**config.mk**
```make
export PLATFORM = sky130hd
export DESIGN_NAME = tx_framer_flat
export DESIGN_NICKNAME = d
export VERILOG_FILES = /design/src/rtl/tx_framer_if.sv /design/src/rtl/tx_framer.sv /design/src/flat_wrapper.sv
export SDC_FILE = /design/constraint.sdc
export NUM_CORES = 1
export LEC_CHECK = 0
export BUFFER_PORTS_ARGS = -buffer_cell sky130_fd_sc_hd__buf_2
export CAP_MARGIN = 10
export CORE_UTILIZATION = 60
export DETAILED_ROUTE_END_ITERATION = 10
export HOLD_SLACK_MARGIN = 0.02
export PLACE_DENSITY = 0.82
export SLEW_MARGIN = 20
export SYNTH_ARGS = -nofsm -noshare
export SYNTH_HDL_FRONTEND = slang
export SYNTH_SLANG_ARGS = --single-unit
```
**constraint.sdc**
```tcl
create_clock -name netclk -period 3 [get_ports netclk]
set_clock_uncertainty 0.2 [all_clocks]
set_input_delay 0.15 -clock netclk [delete_from_list [all_inputs] [get_ports netclk]]
set_output_delay 0.15 -clock netclk [all_outputs]
set_load 0.02 [all_outputs]
```
**src/rtl/tx_framer_if.sv**
```systemverilog
// Byte-input handshake for tx_framer: a byte moves on a cycle where din_valid && din_ready.
// din_ready is driven from registered state only, never from din_valid/din_last/din.
interface tx_framer_if;
    logic [7:0] din;
    logic       din_valid;
    logic       din_last;
    logic       din_ready;

    modport master (output din, output din_valid, output din_last, input din_ready);
    modport slave  (input din, input din_valid, input din_last, output din_ready);
endinterface

```
**src/rtl/tx_framer.sv**
```systemverilog
// HDLC-style Econet transmit framer: flags, zero-stuffed LSB-first data, CRC-CCITT FCS, abort.
// Optional build macro TX_IDLE_FLAGS_EN makes the idle line carry back-to-back flags instead of 1s.
module tx_framer #(
    parameter int OPEN_FLAGS  = 1,
    parameter int CLOSE_FLAGS = 1
) (
    input  logic        netclk,
    input  logic        reset,
    tx_framer_if.slave  bus,
    input  logic        start,
    input  logic        abort,
    output logic        txdata,
    output logic        tx_active,
    output logic        frame_done,
    output logic        frame_aborted,
    output logic        underrun,
    output logic [2:0]  o_dbg_state
);
    typedef enum logic [2:0] {
        S_IDLE, S_OPEN_FLAG, S_DATA, S_FCS, S_CLOSE_FLAG, S_ABORT
    } state_t;

    localparam logic [7:0] FLAG       = 8'h7E;
    localparam logic [3:0] OPEN_LAST  = 4'(OPEN_FLAGS - 1);
    localparam logic [3:0] CLOSE_LAST = 4'(CLOSE_FLAGS - 1);
`ifdef TX_IDLE_FLAGS_EN
    localparam logic IDLE_BIT0 = 1'b0;
`else
    localparam logic IDLE_BIT0 = 1'b1;
`endif

    state_t      r_state;
    logic [2:0]  r_bitcnt;
    logic [3:0]  r_flagcnt;
    logic [3:0]  r_fcscnt;
    logic [2:0]  r_ones;
    logic [7:0]  r_shift;
    logic        r_cur_last;
    logic [7:0]  r_hold;
    logic        r_hold_full;
    logic        r_hold_last;
    logic        r_last_acc;
    logic [15:0] r_lfsr;
    logic        r_txdata;
    logic        r_frame_done;
    logic        r_frame_aborted;
    logic        r_underrun;
`ifdef TX_IDLE_FLAGS_EN
    logic        r_start_pend;
`endif

    logic [2:0]  w_bit_next;
    logic [3:0]  w_fcs_next;
    logic        w_data_bit;
    logic        w_fcs_bit;

    function automatic logic [15:0] crc_step(input logic [15:0] c, input logic b);
        logic fb;
        fb = b ^ c[15];
        return {c[14:0], fb} ^ (fb ? 16'h1020 : 16'h0000);
    endfunction

    // State and counters always describe the bit currently on txdata.
    assign w_bit_next = r_bitcnt + 3'd1;
    assign w_fcs_next = r_fcscnt + 4'd1;
    assign w_data_bit = r_shift[w_bit_next];
    assign w_fcs_bit  = ~r_lfsr[~w_fcs_next];

    assign bus.din_ready  = !r_hold_full && !r_last_acc &&
                            (r_state == S_OPEN_FLAG || r_state == S_DATA);
    assign txdata         = r_txdata;
    assign tx_active      = (r_state != S_IDLE);
    assign frame_done     = r_frame_done;
    assign frame_aborted  = r_frame_aborted;
    assign underrun       = r_underrun;
    assign o_dbg_state    = r_state;

    always_ff @(posedge netclk or posedge reset) begin
        if (reset) begin
            r_state         <= S_IDLE;
            r_bitcnt        <= 3'd7;
            r_flagcnt       <= 4'd0;
            r_fcscnt        <= 4'd0;
            r_ones          <= 3'd0;
            r_shift         <= 8'd0;
            r_cur_last      <= 1'b0;
            r_hold          <= 8'd0;
            r_hold_full     <= 1'b0;
            r_hold_last     <= 1'b0;
            r_last_acc      <= 1'b0;
            r_lfsr          <= 16'hFFFF;
            r_txdata        <= 1'b1;
            r_frame_done    <= 1'b0;
            r_frame_aborted <= 1'b0;
            r_underrun      <= 1'b0;
`ifdef TX_IDLE_FLAGS_EN
            r_start_pend    <= 1'b0;
`endif
        end else begin
            r_frame_done    <= 1'b0;
            r_frame_aborted <= 1'b0;
            r_underrun      <= 1'b0;

            if (bus.din_valid && bus.din_ready) begin
                r_hold      <= bus.din;
                r_hold_full <= 1'b1;
                r_hold_last <= bus.din_last;
                r_last_acc  <= r_last_acc | bus.din_last;
            end

            case (r_state)
                S_IDLE: begin
`ifdef TX_IDLE_FLAGS_EN
                    r_bitcnt <= w_bit_next;
                    r_txdata <= FLAG[w_bit_next];
                    if (r_bitcnt == 3'd7 && (start || r_start_pend)) begin
                        r_start_pend <= 1'b0;
                        r_state      <= S_OPEN_FLAG;
                        r_flagcnt    <= 4'd0;
                        r_lfsr       <= 16'hFFFF;
                        r_ones       <= 3'd0;
                        r_last_acc   <= 1'b0;
                    end else if (start) begin
                        r_start_pend <= 1'b1;
                    end
`else
                    r_txdata <= 1'b1;
                    if (start) begin
                        r_state    <= S_OPEN_FLAG;
                        r_bitcnt   <= 3'd0;
                        r_flagcnt  <= 4'd0;
                        r_txdata   <= FLAG[0];
                        r_lfsr     <= 16'hFFFF;
                        r_ones     <= 3'd0;
                        r_last_acc <= 1'b0;
                    end
`endif
                end
                S_OPEN_FLAG, S_DATA: begin
                    if (r_state == S_DATA && r_ones == 3'd5) begin
                        r_txdata <= 1'b0;
                        r_ones   <= 3'd0;
                    end else if (r_bitcnt != 3'd7) begin
                        r_bitcnt <= w_bit_next;
                        if (r_state == S_OPEN_FLAG) begin
                            r_txdata <= FLAG[w_bit_next];
                        end else begin
                            r_txdata <= w_data_bit;
                            r_ones   <= w_data_bit ? r_ones + 3'd1 : 3'd0;
                            r_lfsr   <= crc_step(r_lfsr, w_data_bit);
                        end
                    end else if (r_state == S_OPEN_FLAG && r_flagcnt != OPEN_LAST) begin
                        r_flagcnt <= r_flagcnt + 4'd1;
                        r_bitcnt  <= 3'd0;
                        r_txdata  <= FLAG[0];
                    end else if (r_state == S_DATA && r_cur_last) begin
                        r_state  <= S_FCS;
                        r_fcscnt <= 4'd0;
                        r_txdata <= ~r_lfsr[15];
                        r_ones   <= ~r_lfsr[15] ? r_ones + 3'd1 : 3'd0;
                    end else if (r_hold_full) begin
                        // Byte boundary: the holding register frees as the shifter loads.
                        r_state     <= S_DATA;
                        r_shift     <= r_hold;
                        r_cur_last  <= r_hold_last;
                        r_hold_full <= 1'b0;
                        r_bitcnt    <= 3'd0;
                        r_txdata    <= r_hold[0];
                        r_ones      <= r_hold[0] ? r_ones + 3'd1 : 3'd0;
                        r_lfsr      <= crc_step(r_lfsr, r_hold[0]);
                    end else begin
                        r_state    <= S_ABORT;
                        r_bitcnt   <= 3'd0;
                        r_txdata   <= 1'b1;
                        r_ones     <= 3'd0;
                        r_underrun <= 1'b1;
                    end
                end
                S_FCS: begin
                    if (r_ones == 3'd5) begin
                        r_txdata <= 1'b0;
                        r_ones   <= 3'd0;
                    end else if (r_fcscnt != 4'd15) begin
                        r_fcscnt <= w_fcs_next;
                        r_txdata <= w_fcs_bit;
                        r_ones   <= w_fcs_bit ? r_ones + 3'd1 : 3'd0;
                    end else begin
                        r_state   <= S_CLOSE_FLAG;
                        r_bitcnt  <= 3'd0;
                        r_flagcnt <= 4'd0;
                        r_txdata  <= FLAG[0];
                        r_ones    <= 3'd0;
                    end
                end
                S_CLOSE_FLAG: begin
                    if (r_bitcnt != 3'd7) begin
                        r_bitcnt <= w_bit_next;
                        r_txdata <= FLAG[w_bit_next];
                    end else if (r_flagcnt != CLOSE_LAST) begin
                        r_flagcnt <= r_flagcnt + 4'd1;
                        r_bitcnt  <= 3'd0;
                        r_txdata  <= FLAG[0];
                    end else begin
                        r_state      <= S_IDLE;
                        r_bitcnt     <= 3'd0;
                        r_txdata     <= IDLE_BIT0;
                        r_frame_done <= 1'b1;
                    end
                end
                S_ABORT: begin
                    if (r_bitcnt != 3'd7) begin
                        r_bitcnt <= w_bit_next;
                        r_txdata <= 1'b1;
                    end else begin
                        r_state         <= S_IDLE;
                        r_bitcnt        <= 3'd0;
                        r_txdata        <= IDLE_BIT0;
                        r_frame_aborted <= 1'b1;
                    end
                end
                default: r_state <= S_IDLE;
            endcase

            // A requested abort overrides whatever the state machine chose this cycle.
            if (abort && r_state != S_IDLE && r_state != S_ABORT) begin
                r_state      <= S_ABORT;
                r_bitcnt     <= 3'd0;
                r_txdata     <= 1'b1;
                r_ones       <= 3'd0;
                r_hold_full  <= 1'b0;
                r_underrun   <= 1'b0;
                r_frame_done <= 1'b0;
            end
        end
    end
endmodule

```
**src/flat_wrapper.sv**
```systemverilog
// flat-port wrapper written by rule: the top's interface ports become plain ports
module tx_framer_flat 
#(
    parameter int OPEN_FLAGS  = 1,
    parameter int CLOSE_FLAGS = 1
)
  (netclk, reset, start, abort, txdata, tx_active, frame_done, frame_aborted, underrun, o_dbg_state, bus_din, bus_din_valid, bus_din_last, bus_din_ready);
  tx_framer_if bus_i ();
  input  logic netclk;
  input  logic reset;
  input  logic start;
  input  logic abort;
  output logic txdata;
  output logic tx_active;
  output logic frame_done;
  output logic frame_aborted;
  output logic underrun;
  output logic [2:0] o_dbg_state;
  input wire logic [$bits(bus_i.din)-1:0] bus_din;
  input wire logic [$bits(bus_i.din_valid)-1:0] bus_din_valid;
  input wire logic [$bits(bus_i.din_last)-1:0] bus_din_last;
  output wire logic [$bits(bus_i.din_ready)-1:0] bus_din_ready;
  assign bus_i.din = bus_din;
  assign bus_i.din_valid = bus_din_valid;
  assign bus_i.din_last = bus_din_last;
  assign bus_din_ready = bus_i.din_ready;
  tx_framer #(.OPEN_FLAGS(OPEN_FLAGS), .CLOSE_FLAGS(CLOSE_FLAGS)) u_core (.netclk(netclk), .reset(reset), .bus(bus_i), .start(start), .abort(abort), .txdata(txdata), .tx_active(tx_active), .frame_done(frame_done), .frame_aborted(frame_aborted), .underrun(underrun), .o_dbg_state(o_dbg_state));
endmodule
```
---- After elaboration in Yosys (flattened, before gate mapping) ----
Memory sizes are Yosys's and may differ from the RTL's.
Index checks and enable logic that the tools add are counted.
storage, ports and cells
  bits in registers ....................... 57
  ROM bits ................................ 8
  bits of input ports ..................... 14
  output and inout bits ................... 9
  logic and storage cells ................. 204
  memories kept ........................... 1
operators by class
  $add $sub $neg .......................... 4
  order comparisons ....................... 2
  equality and inequality tests ........... 36
  muxes and demuxes ....................... 104
  bitwise operators ....................... 12
  reductions and logical operators ........ 29
memory list
  name             depth  bits a word  rd ports  clocked after memory_dff  wr ports  RTL line          text
  (no name shown)  8      1            1         0                         0         tx_framer.sv:146  r_txdata <= FLAG[w_bit_next];
operator list
  cell                   count
  $mux W16               7
  $mux W3                34
  $mux W4                14
  $ne A3 B3 Y1 const B   13
  $mux W1                38
  $pmux W16 S2           1
  $xor A16 B16 Y16       2
  $mux W13               2
  $reduce_and A9 Y1      2
  $pmux W4 S4            1
  $pmux W3 S5            1
  $ne A2 B2 Y1 const B   7
  $reduce_and A7 Y1      2
  $pmux W3 S4            1
  $reduce_and A6 Y1      2
  $reduce_bool A4 Y1     3
  $ne A5 B4 Y1 const B   2
  $eq A3 B3 Y1 const B   3
  $pmux W3 S3            1
  $add A4 B1 Y4 const B  2
  $logic_and A1 B1 Y1    8
  $ne A2 B1 Y1 const B   4
  $pmux W4 S2            1
  $add A3 B1 Y3 const B  2
  other kinds (24)       34

---- Longest topological paths before layout ----
Gate-level depths: netlist of the first run.
  depth in word-level cells ............... 12
  depth in mapped cells ................... 9
  mapped depth without buffers ............ 8

---- Worst setup path before layout of the first run ----
OpenSTA, ideal clock, no wires.
  path type ............................... register -> register
  from .................................... reg u_core.r_bitcnt[0]
  to ...................................... reg u_core.r_ones[2]
  library setup time ...................... 0.121 ns
  arrival ................................. 2.227 ns
  data required time ...................... 2.679 ns
  slack ................................... 0.452 ns
  cell stages (with the launch flop) ...... 9
  path buffers ............................ 0
  period minus slack after synthesis ...... 2.548 ns
  path through ............................ dfstp_2 ha_1 ha_1 mux4_2 mux2i_1 a211oi_1 a2bb2oi_4 o21bai_1 a22o_1
between the ends
  word-level cells in the longest chain between the ends .. 9
  elaborated cells between the ends (all ways) .. 13
  classes of those cells .................. add/sub: 1; eq/ne: 3; mux: 8; reduce/logical: 1
RTL lines
  item                           RTL line          text
  from (decl)                    tx_framer.sv:33   logic [2:0] r_bitcnt;
  from (signal assigned)         tx_framer.sv:144  r_bitcnt <= w_bit_next;
  from (signal assigned)         tx_framer.sv:197  r_bitcnt <= w_bit_next;
  from (signal assigned)         tx_framer.sv:212  r_bitcnt <= w_bit_next;
  $add A3 B1 Y3                  tx_framer.sv:64   assign w_bit_next = r_bitcnt + 3'd1;
  $bmux W1 S3                    tx_framer.sv:66   assign w_data_bit = r_shift[w_bit_next];
  $mux W1 (implied by the code)  tx_framer.sv:66
  $mux W3                        tx_framer.sv:149  r_ones <= w_data_bit ? r_ones + 3'd1 : 3'd0;
  $mux W3                        tx_framer.sv:145  if (r_state == S_OPEN_FLAG) begin
  $mux W3                        tx_framer.sv:143  end else if (r_bitcnt != 3'd7) begin
  $mux W3                        tx_framer.sv:140  if (r_state == S_DATA && r_ones == 3'd5) begin
  $pmux W3 S3                    tx_framer.sv:111  case (r_state)
  $mux W3                        tx_framer.sv:225  if (abort && r_state != S_IDLE && r_state != S_ABORT) begin
  to (signal assigned)           tx_framer.sv:149
  to (signal assigned)           tx_framer.sv:160  r_ones <= ~r_lfsr[15] ? r_ones + 3'd1 : 3'd0;
  to (signal assigned)           tx_framer.sv:169  r_ones <= r_hold[0] ? r_ones + 3'd1 : 3'd0;
  to (decl)                      tx_framer.sv:36   logic [2:0] r_ones;
Several ways; a longest one is shown, not always the timed one. The select of a mux whose other input is x is not followed.
A chain may end at the register's enable or synchronous reset.

---- Worst setup path after layout of the first run ----
  from .................................... reg u_core.r_bitcnt[0]
  to ...................................... reg u_core.r_lfsr[12]
between the ends
  word-level cells in the longest chain between the ends .. 10
  elaborated cells between the ends (all ways) .. 16
  classes of those cells .................. add/sub: 1; eq/ne: 5; mux: 7; bitwise: 2; reduce/logical: 1
RTL lines
  item                           RTL line          text
  $add A3 B1 Y3                  tx_framer.sv:64
  $bmux W1 S3                    tx_framer.sv:66
  $mux W1 (implied by the code)  tx_framer.sv:66
  $xor A1 B1 Y1                  tx_framer.sv:59   fb = b ^ c[15];
  $mux W13                       tx_framer.sv:60   return {c[14:0], fb} ^ (fb ? 16'h1020 : 16'h0000);
  $xor A16 B16 Y16               tx_framer.sv:60
  $mux W16                       tx_framer.sv:145
  $mux W16                       tx_framer.sv:143
  $mux W16                       tx_framer.sv:140
  $pmux W16 S2                   tx_framer.sv:111
  to (signal assigned)           tx_framer.sv:150  r_lfsr <= crc_step(r_lfsr, w_data_bit);
  to (signal assigned)           tx_framer.sv:170  r_lfsr <= crc_step(r_lfsr, r_hold[0]);
  to (decl)                      tx_framer.sv:43   logic [15:0] r_lfsr;
Several ways; a longest one is shown, not always the timed one. The select of a mux whose other input is x is not followed.

==> key figures, run 1 <==
Floorplanning
  • FP Rows: 26
  • # IOs: 23
  • Die X: ~76 µm
  • Core area: 5170 µm²
  • Die Span Y: about 76 µm
  • Die Area: 5740 µm²
  • Initial Util: 63.2%

Global routing
  • Vias in the first global route: 2333
  • Initial antenna violation count: 0
  • Global-route wire length before repair: 11100 µm
  • Tot GR Track Use: 26.6%
  • Gr ovfl total: 0
  • Largest net degree at the start of global routing: 42

Yosys
  • Synth area leaders: dfrtp_1, dfstp_2, mux2_1, nor2_1, a21oi_1
  • Synthesized area per cell: 10.2 µm²
  • Yosys warns: 0
  • Top-area cell type share of the netlist area: 28.3%
  • Synthesized flop and latch total: 57
  • Yosys top cell by area: dfrtp_1
  • Count leader, synth: nor2_1
  • Synth async-reset ratio: 100%
  • Main flop type after synthesis: dfrtp_1
  • Commonest cells post-synth: nor2_1, dfrtp_1, a21oi_1
  • Syn nets: about 340
  • Distinct cells, synth: 55
  • Post-Syn Instances: 321
  • Post-synthesis sequential area ratio: 44.4%
  • Post-Synthesis Cell Area: 3270 µm²
  • EDFF count, synth: 0

Worst setup path
  • Startpoint types: flop
  • Req. time, crit path: 3.08 ns
  • R2R Path Start: u_core.r_bitcnt[0]$_DFFE_PP1P_
  • Worst setup EP type: flop
  • Crit path DAT: 2.82 ns
  • Critical path launch point: u_core.r_bitcnt[0]$_DFFE_PP1P_
  • Kind of critical path: reg2reg
  • Crit path max fanout: 7

Finish
  • Design area: 3760 µm²
  • Final net count: 381
  • Final core utilization: 72.6%
  • Footprint of the multi-input gates: 1700 µm²
  • Fillcell total: around 370
  • Final Non-Filler Cells: 433
  • Layout area overhead: 15.0%
  • Layout cell share with drive strength beyond 1: 22.6%
  • Register area: 1450 µm²
  • Diodes inserted: 0

Place
  • DP HPWL: roughly 4800 µm
  • I/O Buffers: 22
  • Pre-CTS WS: 0.192 ns
  • Placed cell count: 405
  • RD Place Congestion: approximately 0.9
  • Placed Area: approximately 3400 µm²

Power
  • PwrDens: 944 nW/µm²
  • Clk pwr share: 20.2%
  • LEAKAGE: 1.61 nW
  • Sw Share: 39.9%
  • Total power draw: 3.54 mW
  • P_sw: roughly 1.4 mW
  • Comb pwr share: 41.3%
  • Pint: 2.13 mW
  • Register share of total power: 38.5%
  • VDD IR-drop max: 0.577 mV

Clocking
  • Clock transition at path regs: around 0.070 ns
  • Post-CTS setup buffers: 0
  • Clk buf depth: 2
  • Total CTS buffers: 9
  • H-tree levels: 3
  • CTS tree: yes
  • Root Buffer: clkbuf_8
  • Worst-Skew Late Latency: 0.34 ns
  • Clock sinks: 57

STA
  • Setup TNS: 0 ns
  • Slew headroom: 44.6%
  • Final hold violations: 0
  • Fmax: 364 MHz
  • Final Cycle Share: 91.6%
  • Worst-Margin Slew: a little over 0.8 ns
  • Fin. max-slew vios: 0
  • Setup Viol. Count Final: 0
  • PnR worst setup slack: roughly 0.25 ns
  • Tmin final: about 2.7 ns
  • RSZ-0062 raised after global routing: no
  • Hold_ws: 0.0980 ns

Routing
  • Via density: 5.95
  • Residual DRC: 0
  • Total iterations of the first detailed-routing run: 4
  • Drt first-iter violations: 249
  • DRT Wirelength: 6910 µm
  • DRT antenna net count: 0
  • Routed len/inst: 16.0 µm
  • DR vias: 2578

Outcome
  • Status: finished, final reports clean

Job
  • Max Cap Viol: 0

Min path
  • HP Class: in2reg
  • Min-Delay Startpoint: abort
-- state kept, by name, summed over array words and instances (netlist names) --
register / flops
u_core.frame_done: 1
u_core.r_hold_full: 1
u_core.r_fcscnt: 4
u_core.frame_aborted: 1
u_core.r_last_acc: 1
u_core.r_shift: 8
u_core.underrun: 1
u_core.r_hold: 8
u_core.r_flagcnt: 4
u_core.r_ones: 3
u_core.r_bitcnt: 3
u_core.r_hold_last: 1
u_core.r_cur_last: 1
u_core.o_dbg_state: 3
u_core.r_lfsr: 16
u_core.txdata: 1
-- power groups by stage --
stage / registers, mW / logic [mW] / clock network [mW]
after global placement: 1.36 / 1.38 / 0
after detailed placement: 1.37 / 1.42 / 0
final: 1.36 / 1.46 / 0.716
after global routing: 1.40 / 1.62 / 0.751
after floorplan: 1.28 / 1.20 / 0
after CTS: 1.36 / 1.46 / 0.720
-- placed cells by master, fill, tap and decap left out, types with 8 or more instances in the layout --
| master | instances |
|---|---|
| a21oi_1 | 27 |
| buf_2 | 22 |
| clkbuf_8 | 10 |
| dfrtp_1 | 37 |
| dfstp_2 | 20 |
| dlygate4sd3_1 | 12 |
| ha_1 | 9 |
| inv_1 | 8 |
| mux2_1 | 19 |
| mux2i_1 | 10 |
| nand2_1 | 26 |
| nor2_1 | 38 |
| o21ai_1 | 16 |
-- final timing paths --
check	to	slack, ns	depth (start not counted)
max in group asynchronous	u_core.r_lfsr[8]$_DFFE_PP1P_	1.48	4
min in group asynchronous	u_core.r_hold[0]$_DFFE_PP0N_	0.33	3
min reg2reg	u_core.r_hold_last$_DFFE_PP0N_	0.29	1
max reg2reg	u_core.r_lfsr[12]$_DFFE_PP1P_	0.25	8
max	u_core.r_lfsr[12]$_DFFE_PP1P_	0.25	8
min	u_core.o_dbg_state[2]$_DFFE_PP0P_	0.1	3
-- cell families after synthesis --
kind of cell / count (synthesis) / synth area share [%]
AND/OR/NAND/NOR: 103 / 15.2
flip-flops: 57 / 44.4
multiplexers: 35 / 13.4
adder cells (fa/ha/maj): 9 / 3.45
XOR/XNOR: 5 / 1.34
AO/OA/AOI/OAI: 86 / 18.6
buffers and inverters: 26 / 3.64
-- cell type report --
cell class                      instances  share of cell area, %
Clock inverter                          5                   1.47
Multi-Input combinational cell        238                   45.3
Timing Repair Buffer                   40                   7.33
Inverter                               12                   1.20
Tap cell                               70                   2.33
Sequential cell                        57                   38.6
Clock buffer                           11                   3.76
-- layer usage --
layer,track usage [%],vias to the layer above,part of all wire [%]
met3,5.16,11,5.0
li1,-,1237,-
met1,35.2,1241,44
met4,11.3,0,1.3
met2,42.8,89,49
met5,0,-,0
-- repair_timing --
action,CTS,global route
hold endpoints to repair,47,0
hold buffers,12,0
setup endpoints to repair,0,2
resized for setup,0,1
-- critical path, stage by stage, from the launching register on --
cell,delay (ns)
dfstp_2,0.60
ha_1,0.18
ha_1,0.23
mux4_2,0.53
mux2i_2,0.23
o21ai_1,0.10
xor2_1,0.29
xor2_1,0.19
o22a_1,0.14
Power figures use the tool's default switching activity.
==> run 2: changes to the inputs <==
Clock period 3 ns to 3.1 ns, I/O delays scaled along.
==> key figures, run 2 (same netlist as run 1, synthesis figures left out) <==
Outcome
  • Status: finished, final reports clean

Finish
  • Layout area overhead: 14.9% (about the same)
  • Highest-count cells in the layout ignoring fill and taps: nor2_1, dfrtp_1, a21oi_1
  • Final net count: 381 (unchanged)
  • Largest register FFs: 16 (unchanged)
  • Design area: 3750 µm² (about the same)
  • Footprint of the multi-input gates: 1700 µm² (-0.22%)
  • Largest reg by FF count: u_core.r_lfsr
  • Biggest regs: u_core.r_lfsr: 16 flops, u_core.r_hold: 8 flops, u_core.r_shift: 8 flops
  • Commonest non-fill, non-tap cell in the layout: nor2_1
  • Diodes inserted: 0 (unchanged)
  • Layout cell share with drive strength beyond 1: 22.3% (-0.28 points)
  • Final Non-Filler Cells: 433 (unchanged)
  • Fillcell total: 375 (+0.54%)
  • Final core utilization: 72.5% (about the same)
  • Register area: 1450 µm² (unchanged)

Power
  • LEAKAGE: 1.62 nW (+0.23%)
  • VDD IR-drop max: 0.557 mV (-3.4%)
  • PwrDens: 914 nW/µm² (-3.2%)

Worst setup path
  • Critical path's top delay family: multiplexers
  • Worst setup EP type: flop
  • Kind of critical path: reg2reg
  • Startpoint types: flop
  • Worst R2R Path Depth: 8 (unchanged)
  • Flop-to-flop setup slack: 0.30 ns (+0.05 ns)
  • Crit path DAT: 2.88 ns (+0.06 ns)
  • Critical path destination: u_core.r_lfsr[12]$_DFFE_PP1P_
  • Crit path max fanout: 7 (unchanged)
  • Slowest CP cell: dfstp_2
  • R2r endpoint: u_core.r_lfsr[12]$_DFFE_PP1P_
  • Critical path launch point: u_core.r_bitcnt[0]$_DFFE_PP1P_
  • CP max stage delay: 0.60 ns (about the same)
  • Critical path depth in cells: 8 (unchanged)
  • CP cell instances: ha_1 > ha_1 > mux4_2 > mux2i_1 > o21ai_1 > xor2_1 > xor2_1 > o22a_1
  • R2R Path Start: u_core.r_bitcnt[0]$_DFFE_PP1P_
  • Req. time, crit path: 3.18 ns (+0.10 ns)
  • CP bufs+invs: 0 (unchanged)

Place
  • Placed Area: 3440 µm² (unchanged)
  • I/O Buffers: 22 (unchanged)
  • DP HPWL: 4760 µm (unchanged)
  • RD Place Congestion: 0.881 (unchanged)
  • Placed cell count: 405 (unchanged)

Floorplanning
  • Die Span Y: 75.8 µm (unchanged)
  • Initial Util: 63.2% (unchanged)
  • Die Area: 5740 µm² (unchanged)
  • Core area: 5170 µm² (unchanged)
  • # IOs: 23 (unchanged)
  • FP Rows: 26 (unchanged)
  • Die X: 75.8 µm (unchanged)

Clocking
  • Root Buffer: clkbuf_8
  • Clock transition at path regs: 0.07 ns (about the same)
  • Post-CTS sizing: 0 (unchanged)
  • Clock sinks: 57 (unchanged)
  • CTS tree: yes
  • Clk buf depth: 2 (unchanged)
  • Total CTS buffers: 9 (unchanged)
  • Worst-Skew Late Latency: 0.34 ns (about the same)
  • Post-CTS setup buffers: 0 (unchanged)
  • H-tree levels: 3 (unchanged)

STA
  • Final Cycle Share: 90.2% (-1.4 points)
  • Tmin final: 2.80 ns (+0.0475 ns)
  • Slew headroom: 44.9% (+0.29 points)
  • Final hold violations: 0 (unchanged)
  • Worst-Margin Slew: 0.825 ns (-0.00427 ns)
  • Fmax: 358 MHz (-1.7%)
  • RSZ-0062 raised after global routing: no
  • Setup TNS: 0 ns (unchanged)
  • Setup Viol. Count Final: 0 (unchanged)
  • Fin. max-slew vios: 0 (unchanged)

Routing
  • DR vias: 2595 (+0.66%)
  • Residual DRC: 0 (unchanged)
  • Routed len/inst: 16.0 µm (+0.41%)
  • DRT antenna net count: 0 (unchanged)
  • Via density: 5.99 (+0.66%)
  • Drt first-iter violations: 219 (-12%)
  • DRT Wirelength: 6940 µm (+0.41%)
  • Total iterations of the first detailed-routing run: 5 (+1)

Min path
  • Min-Delay Startpoint: abort
  • HP Class: in2reg

Global routing
  • Initial antenna violation count: 0 (unchanged)
  • Vias in the first global route: 2333 (unchanged)
  • Largest net degree at the start of global routing: 42 (unchanged)
  • Gr ovfl total: 0 (unchanged)
  • Global-route wire length before repair: 11100 µm (unchanged)
  • Tot GR Track Use: 26.6% (unchanged)

Job
  • Max Cap Viol: 0 (unchanged)
[run 2: area by class of cell]
class / count / area share (%)
clock buffers: 11 / 3.77
flip-flops and latches: 57 / 38.7
repair buffers: 40 / 7.34
clock inverters: 5 / 1.47
multi-input cells: 238 / 45.2
well taps: 70 / 2.33
inverters: 12 / 1.20
[run 2: worst min-delay path: cells and delay by family]
family,cells,cell delay (ns)
AO/OA/AOI/OAI,2,0.24
buffers and inverters,1,0.20
[run 2: metrics by stage]
step	total power [mW]	worst slack [ns]	hold WS, ns
3_3_place_gp	2.64	0.413	0.166
4_1_cts	3.43	0.300	0.0949
3_5_place_dp	2.71	0.292	0.170
6_report	3.43	0.304	0.101
5_1_grt	3.65	0.0620	0.119
2_1_floorplan	2.40	0.552	0.0411
[run 2: power by group]
group          switching, mW  internal (mW)
Clock                  0.304          0.390
Combinational          0.795          0.620
Sequential             0.268           1.05
Total                   1.37           2.06
[run 2: how the worst min path moves through the flow]
stage | to | slack (ns) | depth (start not counted)
final | u_core.o_dbg_state[2]$_DFFE_PP0P_ | 0.10 | 3
after global routing | u_core.o_dbg_state[2]$_DFFE_PP0P_ | 0.12 | 3
after CTS | u_core.o_dbg_state[2]$_DFFE_PP0P_ | 0.09 | 3
after detailed placement | u_core.underrun$_DFF_PP0_ | 0.17 | 2
after global placement | u_core.underrun$_DFF_PP0_ | 0.17 | 2
after floorplan | u_core.r_last_acc$_DFF_PP0_ | 0.04 | 1
[run 2: timing repair]
action,4_1_cts,5_1_grt
hold endpoints to repair,47,0
endpoints found under the setup margin,0,0
hold buffers,12,0
[run 2: metal layers]
metal	global-route usage, %	wire (µm)
met5	0	0
met4	11.3	126
met3	5.16	339
met2	42.8	3400
met1	35.2	3080
